$ cat config.mk
export PLATFORM = sky130hd
export DESIGN_NAME = mul_div_unit
export DESIGN_NICKNAME = d
export VERILOG_FILES = /design/src/rtl/mul_div_unit.sv
export SDC_FILE = /design/constraint.sdc
export NUM_CORES = 1
export LEC_CHECK = 0
export CAP_MARGIN = 20
export CORE_MARGIN = 2
export CORE_UTILIZATION = 40
export DETAILED_ROUTE_END_ITERATION = 8
export HOLD_SLACK_MARGIN = 0.1
export PLACE_DENSITY = 0.6
export SETUP_SLACK_MARGIN = 0.1
export SLEW_MARGIN = 5
export SYNTH_ARGS = -nofsm -noshare
export SYNTH_HDL_FRONTEND = slang
export SYNTH_SLANG_ARGS = --single-unit
$ cat constraint.sdc
create_clock -name clk -period 8 [get_ports clk]
set_input_delay 1.2 -clock clk [delete_from_list [all_inputs] [get_ports clk]]
set_output_delay 1.2 -clock clk [all_outputs]
set_load 0.02 [all_outputs]
$ cat src/rtl/mul_div_unit.sv
// Iterative RV32M multiply/divide unit: radix-2 shift-add multiply and restoring
// divide on operand magnitudes, fixed 33-cycle START-to-DONE latency for every op.
module mul_div_unit (
  input  logic        clk,
  input  logic        rst,
  input  logic        start,
  input  logic [2:0]  funct3,
  input  logic [31:0] rs1,
  input  logic [31:0] rs2,
  input  logic [4:0]  rd,
  output logic        busy,
  output logic        done,
  output logic [31:0] result,
  output logic [4:0]  wa,
  output logic        we
);

  localparam logic [1:0] S_IDLE = 2'd0;
  localparam logic [1:0] S_MUL  = 2'd1;
  localparam logic [1:0] S_DIV  = 2'd2;
  localparam logic [1:0] S_FIN  = 2'd3;

  logic [1:0]  state;
  logic [5:0]  cnt;
  logic        fin_pend;
  logic [2:0]  op;
  logic [4:0]  rd_q;
  logic [31:0] a_raw;
  logic [31:0] ma;
  logic [31:0] mb;
  logic [63:0] prod;
  logic        neg;
  logic        a_neg_q;
  logic        b_zero;

  // Operand signedness decoded straight from funct3 at acceptance time
  logic        signed_a, signed_b, a_neg, b_neg;
  logic [31:0] a_abs, b_abs;

  always_comb begin
    signed_a = funct3[2] ? ~funct3[0] : (funct3[1:0] != 2'b11);
    signed_b = funct3[2] ? ~funct3[0] : ~funct3[1];
    a_neg    = signed_a & rs1[31];
    b_neg    = signed_b & rs2[31];
    a_abs    = a_neg ? (32'd0 - rs1) : rs1;
    b_abs    = b_neg ? (32'd0 - rs2) : rs2;
  end

  logic [32:0] mul_sum;
  logic [63:0] mul_next;
  logic [32:0] div_trial;
  logic [63:0] div_next;

  // prod doubles as {partial product, multiplier} or {remainder, dividend/quotient}
  always_comb begin
    mul_sum   = {1'b0, prod[63:32]} + {1'b0, ma};
    mul_next  = prod[0] ? {mul_sum, prod[31:1]} : {1'b0, prod[63:1]};
    div_trial = {1'b0, prod[62:31]} - {1'b0, mb};
    div_next  = div_trial[32] ? {prod[62:0], 1'b0}
                              : {div_trial[31:0], prod[30:0], 1'b1};
  end

  logic [63:0] prod_signed;
  logic [31:0] quo, rem, final_res;

  always_comb begin
    prod_signed = neg ? (64'd0 - prod) : prod;
    quo         = neg ? (32'd0 - prod[31:0]) : prod[31:0];
    rem         = a_neg_q ? (32'd0 - prod[63:32]) : prod[63:32];
    if (!op[2])
      final_res = (op[1:0] == 2'b00) ? prod_signed[31:0] : prod_signed[63:32];
    else if (b_zero)
      final_res = op[1] ? a_raw : 32'hFFFF_FFFF;
    else
      final_res = op[1] ? rem : quo;
  end

  always_ff @(posedge clk or posedge rst) begin
    if (rst) begin
      state    <= S_IDLE;
      cnt      <= 6'd0;
      fin_pend <= 1'b0;
      op       <= 3'd0;
      rd_q     <= 5'd0;
      a_raw    <= 32'd0;
      ma       <= 32'd0;
      mb       <= 32'd0;
      prod     <= 64'd0;
      neg      <= 1'b0;
      a_neg_q  <= 1'b0;
      b_zero   <= 1'b0;
      result   <= 32'd0;
      wa       <= 5'd0;
    end else begin
      case (state)
        S_IDLE: if (start) begin
          op       <= funct3;
          rd_q     <= rd;
          a_raw    <= rs1;
          ma       <= a_abs;
          mb       <= b_abs;
          neg      <= a_neg ^ b_neg;
          a_neg_q  <= a_neg;
          b_zero   <= (rs2 == 32'd0);
          cnt      <= 6'd0;
          fin_pend <= 1'b0;
          prod     <= funct3[2] ? {32'd0, a_abs} : {32'd0, b_abs};
          state    <= funct3[2] ? S_DIV : S_MUL;
        end
        S_MUL, S_DIV: begin
          if (fin_pend) begin
            // Sign fix-up cycle after the 32 iterations
            result   <= final_res;
            wa       <= rd_q;
            fin_pend <= 1'b0;
            state    <= S_FIN;
          end else begin
            prod <= (state == S_MUL) ? mul_next : div_next;
            if (cnt == 6'd31) fin_pend <= 1'b1;
            else              cnt      <= cnt + 6'd1;
          end
        end
        default: state <= S_IDLE;
      endcase
    end
  end

  assign busy = (state != S_IDLE);
  assign done = (state == S_FIN);
  assign we   = done;

endmodule
==> flow_metrics.env <==
export IMPL_outcome="finished, final reports clean"
export IMPL_synth_edff_count=0
export IMPL_cts_hold_buf=0
export IMPL_grt_max_degree=102
export IMPL_cts_resized_gates=0
export IMPL_drtPass1Iterations=5
export IMPL_worstPathArrival_ns=5.02
export IMPL_cts_max_path_buffers=3
export IMPL_rsz0062_at_grt="false"
export IMPL_drive_gt1_share_pct=8.33
export IMPL_place_detailed_hpwl_um=45800
export IMPL_cp_depth=12
export IMPL_ys_warnings_count=0
export IMPL_tightest_slew_ns=1.15
export IMPL_post_synth_cell_area_avg_um2=8.16
export IMPL_crit_path_end_kind="flop"
export IMPL_peakVddDrop_uv=190
export IMPL_finalSetupViolations=0
export IMPL_htreeDepth=1
export IMPL_wl_per_cell_um=21.7
export IMPL_grt_pass1_wl_um=93700
export IMPL_pin_count=115
export IMPL_path_class="flop to flop"
export IMPL_hold_violations=0
export IMPL_critPathMaxFanout=19
export IMPL_synth_ff_type="dfrtp_1"
export IMPL_ys_seq_area_share_pct=30.6
export IMPL_clk_pin_slew_worst_paths_ns=0.06
export IMPL_synth_async_sr_flop_share_pct=100
export IMPL_max_freq_mhz=219
export IMPL_crit_family="compound AO/OA/AOI/OAI gates"
export IMPL_grt_antenna_before_repair=1
export IMPL_setup_tns_ns=0
export IMPL_syn_inst=2165
export IMPL_max_cap_viol_count=0
export IMPL_design_core_area_mm2=0.0439
export IMPL_synth_fp_nets=2315
export IMPL_report_final_slew_viol_count=0
export IMPL_holdCritStartpoint="rd_q[4]"
export IMPL_clk_latency_ns=0.56
export IMPL_powerDensity_mw_per_mm2=409
export IMPL_max_stage_delay_ns=0.81
export IMPL_syn_cell_area_mm2=0.0177
export IMPL_required_ns=8.44
export IMPL_slew_limit_headroom_pct=23.0
export IMPL_cts_tree="done"
export IMPL_grt_ovfl_total=0
export IMPL_hold_path_class="flop to flop"
export IMPL_numCtsBuffers=26
export IMPL_initial_utilization_pct=40.2
export IMPL_drt_iter0_drc=1596
export IMPL_dieArea_mm2=0.0459
export IMPL_grt_pass1_vias=15480
export IMPL_synth_distinct_cells=85
export IMPL_root_buffer="clkbuf_16"
export IMPL_port_buffers=114
export IMPL_cp_slowest_cell="o22a_1"
export IMPL_min_period_ns=4.58
export IMPL_cts_sinks=216
export IMPL_timing_rr_start="prod[31]"
export IMPL_ff2ff_path_depth=12
export IMPL_worstPathCellList="inv_1 -> ha_1 -> fa_1 -> nand2b_1 -> a21o_1 -> a21oi_1 -> o311ai_0 -> a2111oi_0 -> o22a_1 -> mux2i_1 -> o221ai_1 -> a32o_1"
export IMPL_cp_start_kind="flop"
export IMPL_place_congestion=0.927
export IMPL_drt_total_wl_um=60700
export IMPL_cts_setup_buffers=0
export IMPL_die_w_um=214
export IMPL_path_buf_inv=1
export IMPL_drc=0
export IMPL_clock_skew_ns=0.0206
export IMPL_grtUsageTotal_pct=25.8
export IMPL_synthToLayoutAreaGrowth_pct=13.5
export IMPL_die_height_um=214
export IMPL_nets=2327
export IMPL_antenna_left=0
export IMPL_min_path_cells=2
export IMPL_final_util_pct=45.6
export IMPL_crit_start="prod[31]"
export IMPL_vias_per_cell=5.89
export IMPL_placementRows=77
export IMPL_dr_total_vias=16427
export IMPL_ys_seq_elements=216
export IMPL_period_share_pct=57.2
export IMPL_leakage_nw=8.40
-- where the power goes --
part	internal [mW]	leakage, nW	switching (mW)	total (mW)
logic	1.90	5.26	2.95	4.85
clock network	0.740	0.438	0.521	1.26
registers	1.54	2.70	0.546	2.08
total	4.18	8.40	4.01	8.19
-- routing by layer --
metal	up-vias	GRT usage [%]	routed length, um
met4	0	8.10	1770
met3	95	2.81	4020
met1	7883	37.3	28000
met5	-	0	0
li1	7858	-	-
met2	591	40.5	26900
-- final timing paths --
| kind | endpoint | slack (ns) |
|---|---|---|
| max in group asynchronous | b_zero | 5.43 |
| min in group asynchronous | rd_q[4] | 1.15 |
| worst max register to register | prod[59] | 3.42 |
| worst max-delay path | prod[59] | 3.42 |
| worst min-delay path | wa[4] | 0.47 |
| worst min register to register | wa[4] | 0.47 |
-- Yosys cell counts (all sizes together) (18+ instances only) --
library cell  count  share of area [%]
o211ai           32                1.4
nand3            23               0.65
or4              18               0.83
a21oi           173                4.9
nor2            160                3.4
buf              34                1.0
nand2           263                5.6
o31ai            35                1.6
ha               73                5.2
o21ai           215                6.1
nor3             25               0.71
clkbuf          125                2.7
xnor2            94                4.7
mux2i            40                2.3
mux2             69                4.4
xor2            100                5.0
nor2b            18               0.64
inv              73                1.6
nand2b           22               0.78
dfrtp           216                 31
a31oi            20               0.71
a211oi           53                2.3
a21o             28                1.2
-- sequential cells by signal, summed over array words and instances, names as in the netlist, 2 cells and up --
| register | count |
|---|---|
| prod | 64 |
| ma | 31 |
| state | 2 |
| mb | 32 |
| rd_q | 5 |
| cnt | 6 |
| op | 3 |
| wa | 5 |
| a_raw | 32 |
| result | 32 |
-- cell families after synthesis --
family	Yosys count	synth area share, %
compound gates	702	25.6
flops	216	30.6
fa+ha+maj	75	5.40
mux	109	6.66
xor+xnor	194	9.62
simple gates	636	16.9
buf+inv	233	5.24
-- worst min-delay path, delay by kind of cell, from the launching register on --
| kind | cells | cell delay [ns] |
|---|---|---|
| flip-flops | 1 | 0.34 |
| AND/OR/NAND/NOR | 2 | 0.10 |
-- metrics by stage --
step           cells  area (um2)  setup slack (ns)  power [mW]  hold WS [ns]
6_report        2790       20100              3.42        8.19         0.467
5_1_grt         2789       20100              3.15        8.81         0.498
4_1_cts         2789       20100              3.45        8.14         0.469
3_5_place_dp    2741       19100              3.15        6.86         0.455
3_3_place_gp    2740       19100              3.12        6.79         0.442
2_1_floorplan   2165       17700             0.892        5.55         0.433
-- cells in the final DEF, fill, tap and decap left out, drive strengths merged, types with 17 or more instances in the layout --
master,instances
o41ai,17
mux2,69
nor2,160
o21ai,215
a31oi,20
nor2b,18
inv,75
nand3,23
a211oi,53
nor4,17
a21oi,173
o31ai,35
xor2,100
ha,73
nand2b,22
or4,18
and3,17
dfrtp,216
mux2i,40
o211ai,32
nor3,25
clkdlybuf4s50,113
nand2,263
a21o,28
clkbuf,36
xnor2,94
buf,30
-- layout make-up --
class | instances | area, um2
repair buffers | 143 | 1350
well taps | 592 | 741
flip-flops and latches | 216 | 5410
inverters | 74 | 285
diodes | 1 | 2.50
fillers | 4374 | 23900
clock buffers | 36 | 769
multi-input cells | 1716 | 11400
clock inverters | 12 | 131
(Power assumes the default switching activity.)
==> edit 1, RTL diff (config.mk and constraints unchanged) <==
Reset style: synchronous (`rst`), changed in one clocked block.
--- a/src/rtl/mul_div_unit.sv
+++ b/src/rtl/mul_div_unit.sv
@@ -75,7 +75,7 @@
       final_res = op[1] ? rem : quo;
   end
 
-  always_ff @(posedge clk or posedge rst) begin
+  always_ff @(posedge clk) begin
     if (rst) begin
       state    <= S_IDLE;
       cnt      <= 6'd0;
Behaviour: differs if rst is asserted again (counterexample within 4 cycles, from zero or initial values and one cycle with rst high); with rst held inactive, the same outputs for 10 cycles.
==> edit 1 against the original RTL <==
Routed wire length is 17% higher; worst hold slack got worse by 0.015 ns; area after synthesis is 1.4% lower; synthesized cell count up 11%; setup slack gained 0.28 ns; sequential cell count stayed put; cell area decreased by 2.0%; critical path type unchanged.
Power is not compared: it rests on default switching activity, and its combinational part moved more than twofold at a synthesized area within 25%.
==> edit 1: results (changes against the original RTL) <==
metric;value;unit;change
worst hold path class;register to register;;
worst-path maximum fanout;46;;+27
first-iteration detailed-routing DRC count;2042;;+28%
DP Wirelength;53280;um;+16%
fin cells;2966;;+6.3%
Clock transition at path regs;0.06;ns;about the same
internal reg-to-reg setup slack;3.71;ns;+0.28 ns
top_reg_cell synth;dfxtp_1;;
critical path startpoint;prod[32];;
Largest register FFs;64;;unchanged
routability congestion estimate;0.9371;;+1.1%
IO buf count;114;;unchanged
Synth cell types;81;;-4.7%
CTS H-tree depth;1;;unchanged
Avg Inst Size Synth;7.268;sq um;-11%
DR WL/cell;23.96;um;+10%
slowest stage cell, crit path;dfxtp_1;;
post-CTS setup buffers;0;;unchanged
clock buffer depth;3;;unchanged
post_cts resized;0;;unchanged
vias in the first global route;16520;;+6.7%
Placed Area;0.01871;sq mm;-2.3%
clock root buffer;clkbuf_16;;
largest net degree at the start of global routing;95;;-6.9%
R2R depth;12;;unchanged
Max IR drop VDD;0.1824;mV;
post-synthesis async set-or-reset flop share;0;%;-100 points
Clk Latency, worst-skew pair;0.56;ns;about the same
Yosys warnings;0;;unchanged
initial antenna violation count;0;;-1
Post-synth top cells;nand2_1 (279), nor2_1 (256), dfxtp_1 (216);;
Num CTS Buffers;26;;unchanged
Least-Margin Pin Slew;1.054;ns;-0.09084 ns
ranking of synthesized cells by area;dfxtp_1 (25%), nand2_1 (6.0%), a21oi_1 (5.9%);;
Seq/Total Area, Yosys;24.83;%;-5.8 points
fin crit period;4.294;ns;-0.2821 ns
n_diodes;0;;-1
Final nets;2512;;+8.0%
leakage power;7.461;nW;
Final Skew;0.01323;ns;-0.007360 ns
crit path capture;prod[50];;
dpl ws;3.395;ns;+0.2404 ns
Total Routing Usage GR;30.85;%;+5.0 points
slowest stage delay, CP;0.54;ns;-0.27 ns
Switching Power;1.381;mW;
DP Cell Count;2919;;+6.5%
Critical Path AT;4.74;ns;-0.28 ns
run status;completed;;
via/cell ratio;6.134;;+4.2%
drt pass-1 iters;6;;+1
share of cells above drive strength 1;5.208;%;-3.1 points
Top reg by flops;prod;;
first-pass GRT wire length;105200;um;+12%
==> edit 1: critical path, delay by kind of cell (launching register included) <==
family,cells,cell delay (ns)
AND/OR/NAND/NOR,1,0.17
buffers and inverters,2,0.71
multiplexers,1,0.40
flip-flops,1,0.54
adder cells (fa/ha/maj),1,0.48
AO/OA/AOI/OAI,7,1.88
==> edit 1: cell families (layout without fill, tap and decap cells) <==
group | count (synthesis) | after routing | synth area share (%)
flops | 216 | 216 | 24.83
mux | 91 | 91 | 5.382
fa+ha+maj | 75 | 75 | 5.475
xor+xnor | 192 | 192 | 9.657
simple gates | 791 | 791 | 20.71
compound gates | 740 | 740 | 27.42
buf+inv | 291 | 276 | 6.517
==> edit 1: worst min path at each step <==
stage / from / to / slack, ns / depth (start not counted)
after global routing: a_raw[21] / a_raw[21] / 0.47 / 2
after CTS: rd_q[2] / wa[2] / 0.45 / 2
after floorplan: rd_q[0] / wa[0] / 0.43 / 2
after detailed placement: rd_q[2] / wa[2] / 0.45 / 2
final: rd_q[4] / wa[4] / 0.45 / 2
after global placement: a_raw[20] / a_raw[20] / 0.44 / 2
==> edit 1: area by class of cell <==
cell class,instances,area (sq um)
fill,4430,23330
multi-input combinational,1889,11990
sequential,216,4327
timing repair buffer,141,1336
clock buffer,36,749.5
tap,585,732.0
inverter,88,330.3
clock inverter,11,190.2
==> edit 1: per-layer routing <==
metal  up-vias  global-route usage [%]  share of wire, %  wire (um)
met2       882                   46.95                43      30240
li1       8488                       -                 -          -
met1      8668                   43.26                43      30730
met4         0                   13.36               4.9       3511
met3       156                   4.530               9.3       6589
met5         -                       0                 0          0
==> edit 1: power by group through the flow <==
| stage | sequential (mW) | clock (mW) | combinational, mW |
|---|---|---|---|
| floorplan | 1.22 | 0 | 0.838 |
| global placement | 1.30 | 0 | 1.12 |
| detailed placement | 1.30 | 0 | 1.13 |
| CTS | 1.28 | 1.34 | 1.14 |
| global route | 1.29 | 1.37 | 1.26 |
| finish | 1.29 | 1.33 | 1.16 |
==> edit 2, RTL diff (same settings) <==
Without the edit above. Compare `cnt` against `6'd31` with >= in place of ==.
--- a/src/rtl/mul_div_unit.sv
+++ b/src/rtl/mul_div_unit.sv
@@ -116,7 +116,7 @@
             state    <= S_FIN;
           end else begin
             prod <= (state == S_MUL) ? mul_next : div_next;
-            if (cnt == 6'd31) fin_pend <= 1'b1;
+            if (cnt >= 6'd31) fin_pend <= 1'b1;
             else              cnt      <= cnt + 6'd1;
           end
         end
Function: no difference found for any inputs over 10 cycles, from zero or initial values and one cycle with rst high; that may be too few to reach the edited logic, so the function may still have changed.
==> edit 2 against the original RTL <==
Area after synthesis is 1.2% lower; routed wire length is 2.7% higher; power is 19% lower; sequential cell count stayed put; global-route usage is 1.6 points higher; cell area is 0.43% lower; setup slack better by 0.16 ns; die area is 1.2% lower.
==> edit 2: results (changes against the original RTL) <==
metric;value;unit;change
run status;completed;;
internal reg-to-reg setup slack;3.71;ns;+0.29 ns
drt pass-1 iters;7;;+2
worst-path maximum fanout;5;;-14
Least-Margin Pin Slew;1.136;ns;-0.008858 ns
n_diodes;0;;-1
via/cell ratio;6.088;;+3.4%
CP delay by family, top;simple AND/OR/NAND/NOR gates;;
DP Wirelength;46530;um;+1.7%
largest net degree at the start of global routing;92;;-9.8%
Detailed Route WL;62310;um;+2.7%
Num CTS Buffers;28;;+7.7%
first-iteration detailed-routing DRC count;1543;;-3.3%
fill cell count;4215;;-3.6%
cell internal pwr;3.548;mW;-15%
hold path start;rd_q[2];;
Critical Path AT;4.87;ns;-0.15 ns
Post-synth top cells;nand2_1 (245), dfrtp_1 (216), o21ai_0 (206);;
vias in the first global route;16234;;+4.9%
first-pass GRT wire length;96190;um;+2.7%
R2R depth;10;;-2
fin crit period;4.412;ns;-0.1642 ns
critical path startpoint;rs1[11];;
Seq/Total Area, Yosys;30.97;%;+0.38 points
Max IR drop VDD;0.2379;mV;+25%
leakage power;8.533;nW;+1.6%
R2R Path Start;prod[32];;
-- edit 2: routing by layer --
metal	wire length [um]	global-route usage [%]	share of wire [%]
met5	0	0	0
met4	2172	9.332	3.5
met3	3719	3.398	6.0
met2	28700	44.43	46
met1	27720	37.85	44
-- edit 2: stage by stage --
| step | hold slack (ns) | power, mW | std cells | area (sq um) |
|---|---|---|---|---|
| after global placement | 0.4427 | 5.244 | 2730 | 19000 |
| after floorplan | 0.4331 | 4.274 | 2154 | 17450 |
| after global routing | 0.4792 | 7.126 | 2782 | 19970 |
| final | 0.4620 | 6.660 | 2782 | 19970 |
| after CTS | 0.4654 | 6.617 | 2781 | 19940 |
| after detailed placement | 0.4511 | 5.302 | 2730 | 19000 |
-- edit 2: worst paths after layout --
kind / endpoint
worst max-delay path: prod[29]
worst min-delay path: wa[2]
worst max register to register: prod[58]
worst min register to register: wa[2]
max in group asynchronous: result[14]
min in group asynchronous: mb[23]
-- edit 2: tightest hold or removal path, stage by stage (launching register included) --
cell	delay [ns]
dfrtp_1	0.34
nand2_1	0.05
nand2_1	0.04
-- edit 2: area by class of cell --
cell class / instances / area, sq um / share of cell area (%)
clock inverter: 10 / 82.58 / 0.4136
tap: 585 / 732.0 / 3.666
timing repair buffer: 146 / 1396 / 6.993
multi-input combinational: 1717 / 11230 / 56.24
inverter: 67 / 259.0 / 1.297
sequential: 216 / 5408 / 27.08
clock buffer: 41 / 860.8 / 4.311
-- edit 2: power groups by stage --
| stage | Clock, mW | Combinational [mW] | Sequential [mW] |
|---|---|---|---|
| CTS | 1.31 | 3.39 | 1.91 |
| finish | 1.29 | 3.46 | 1.91 |
| global placement | 0 | 3.32 | 1.92 |
| floorplan | 0 | 2.61 | 1.67 |
| global route | 1.36 | 3.81 | 1.96 |
| detailed placement | 0 | 3.37 | 1.93 |
-- edit 2: kinds of logic (layout without fill, tap and decap cells) --
logic type | after synthesis | after routing | synth area share [%]
compound gates | 712 | 712 | 26.06
simple gates | 641 | 641 | 17.06
buf+inv | 221 | 264 | 4.804
flops | 216 | 216 | 30.97
xor+xnor | 190 | 190 | 9.536
mux | 99 | 99 | 6.109
fa+ha+maj | 75 | 75 | 5.464
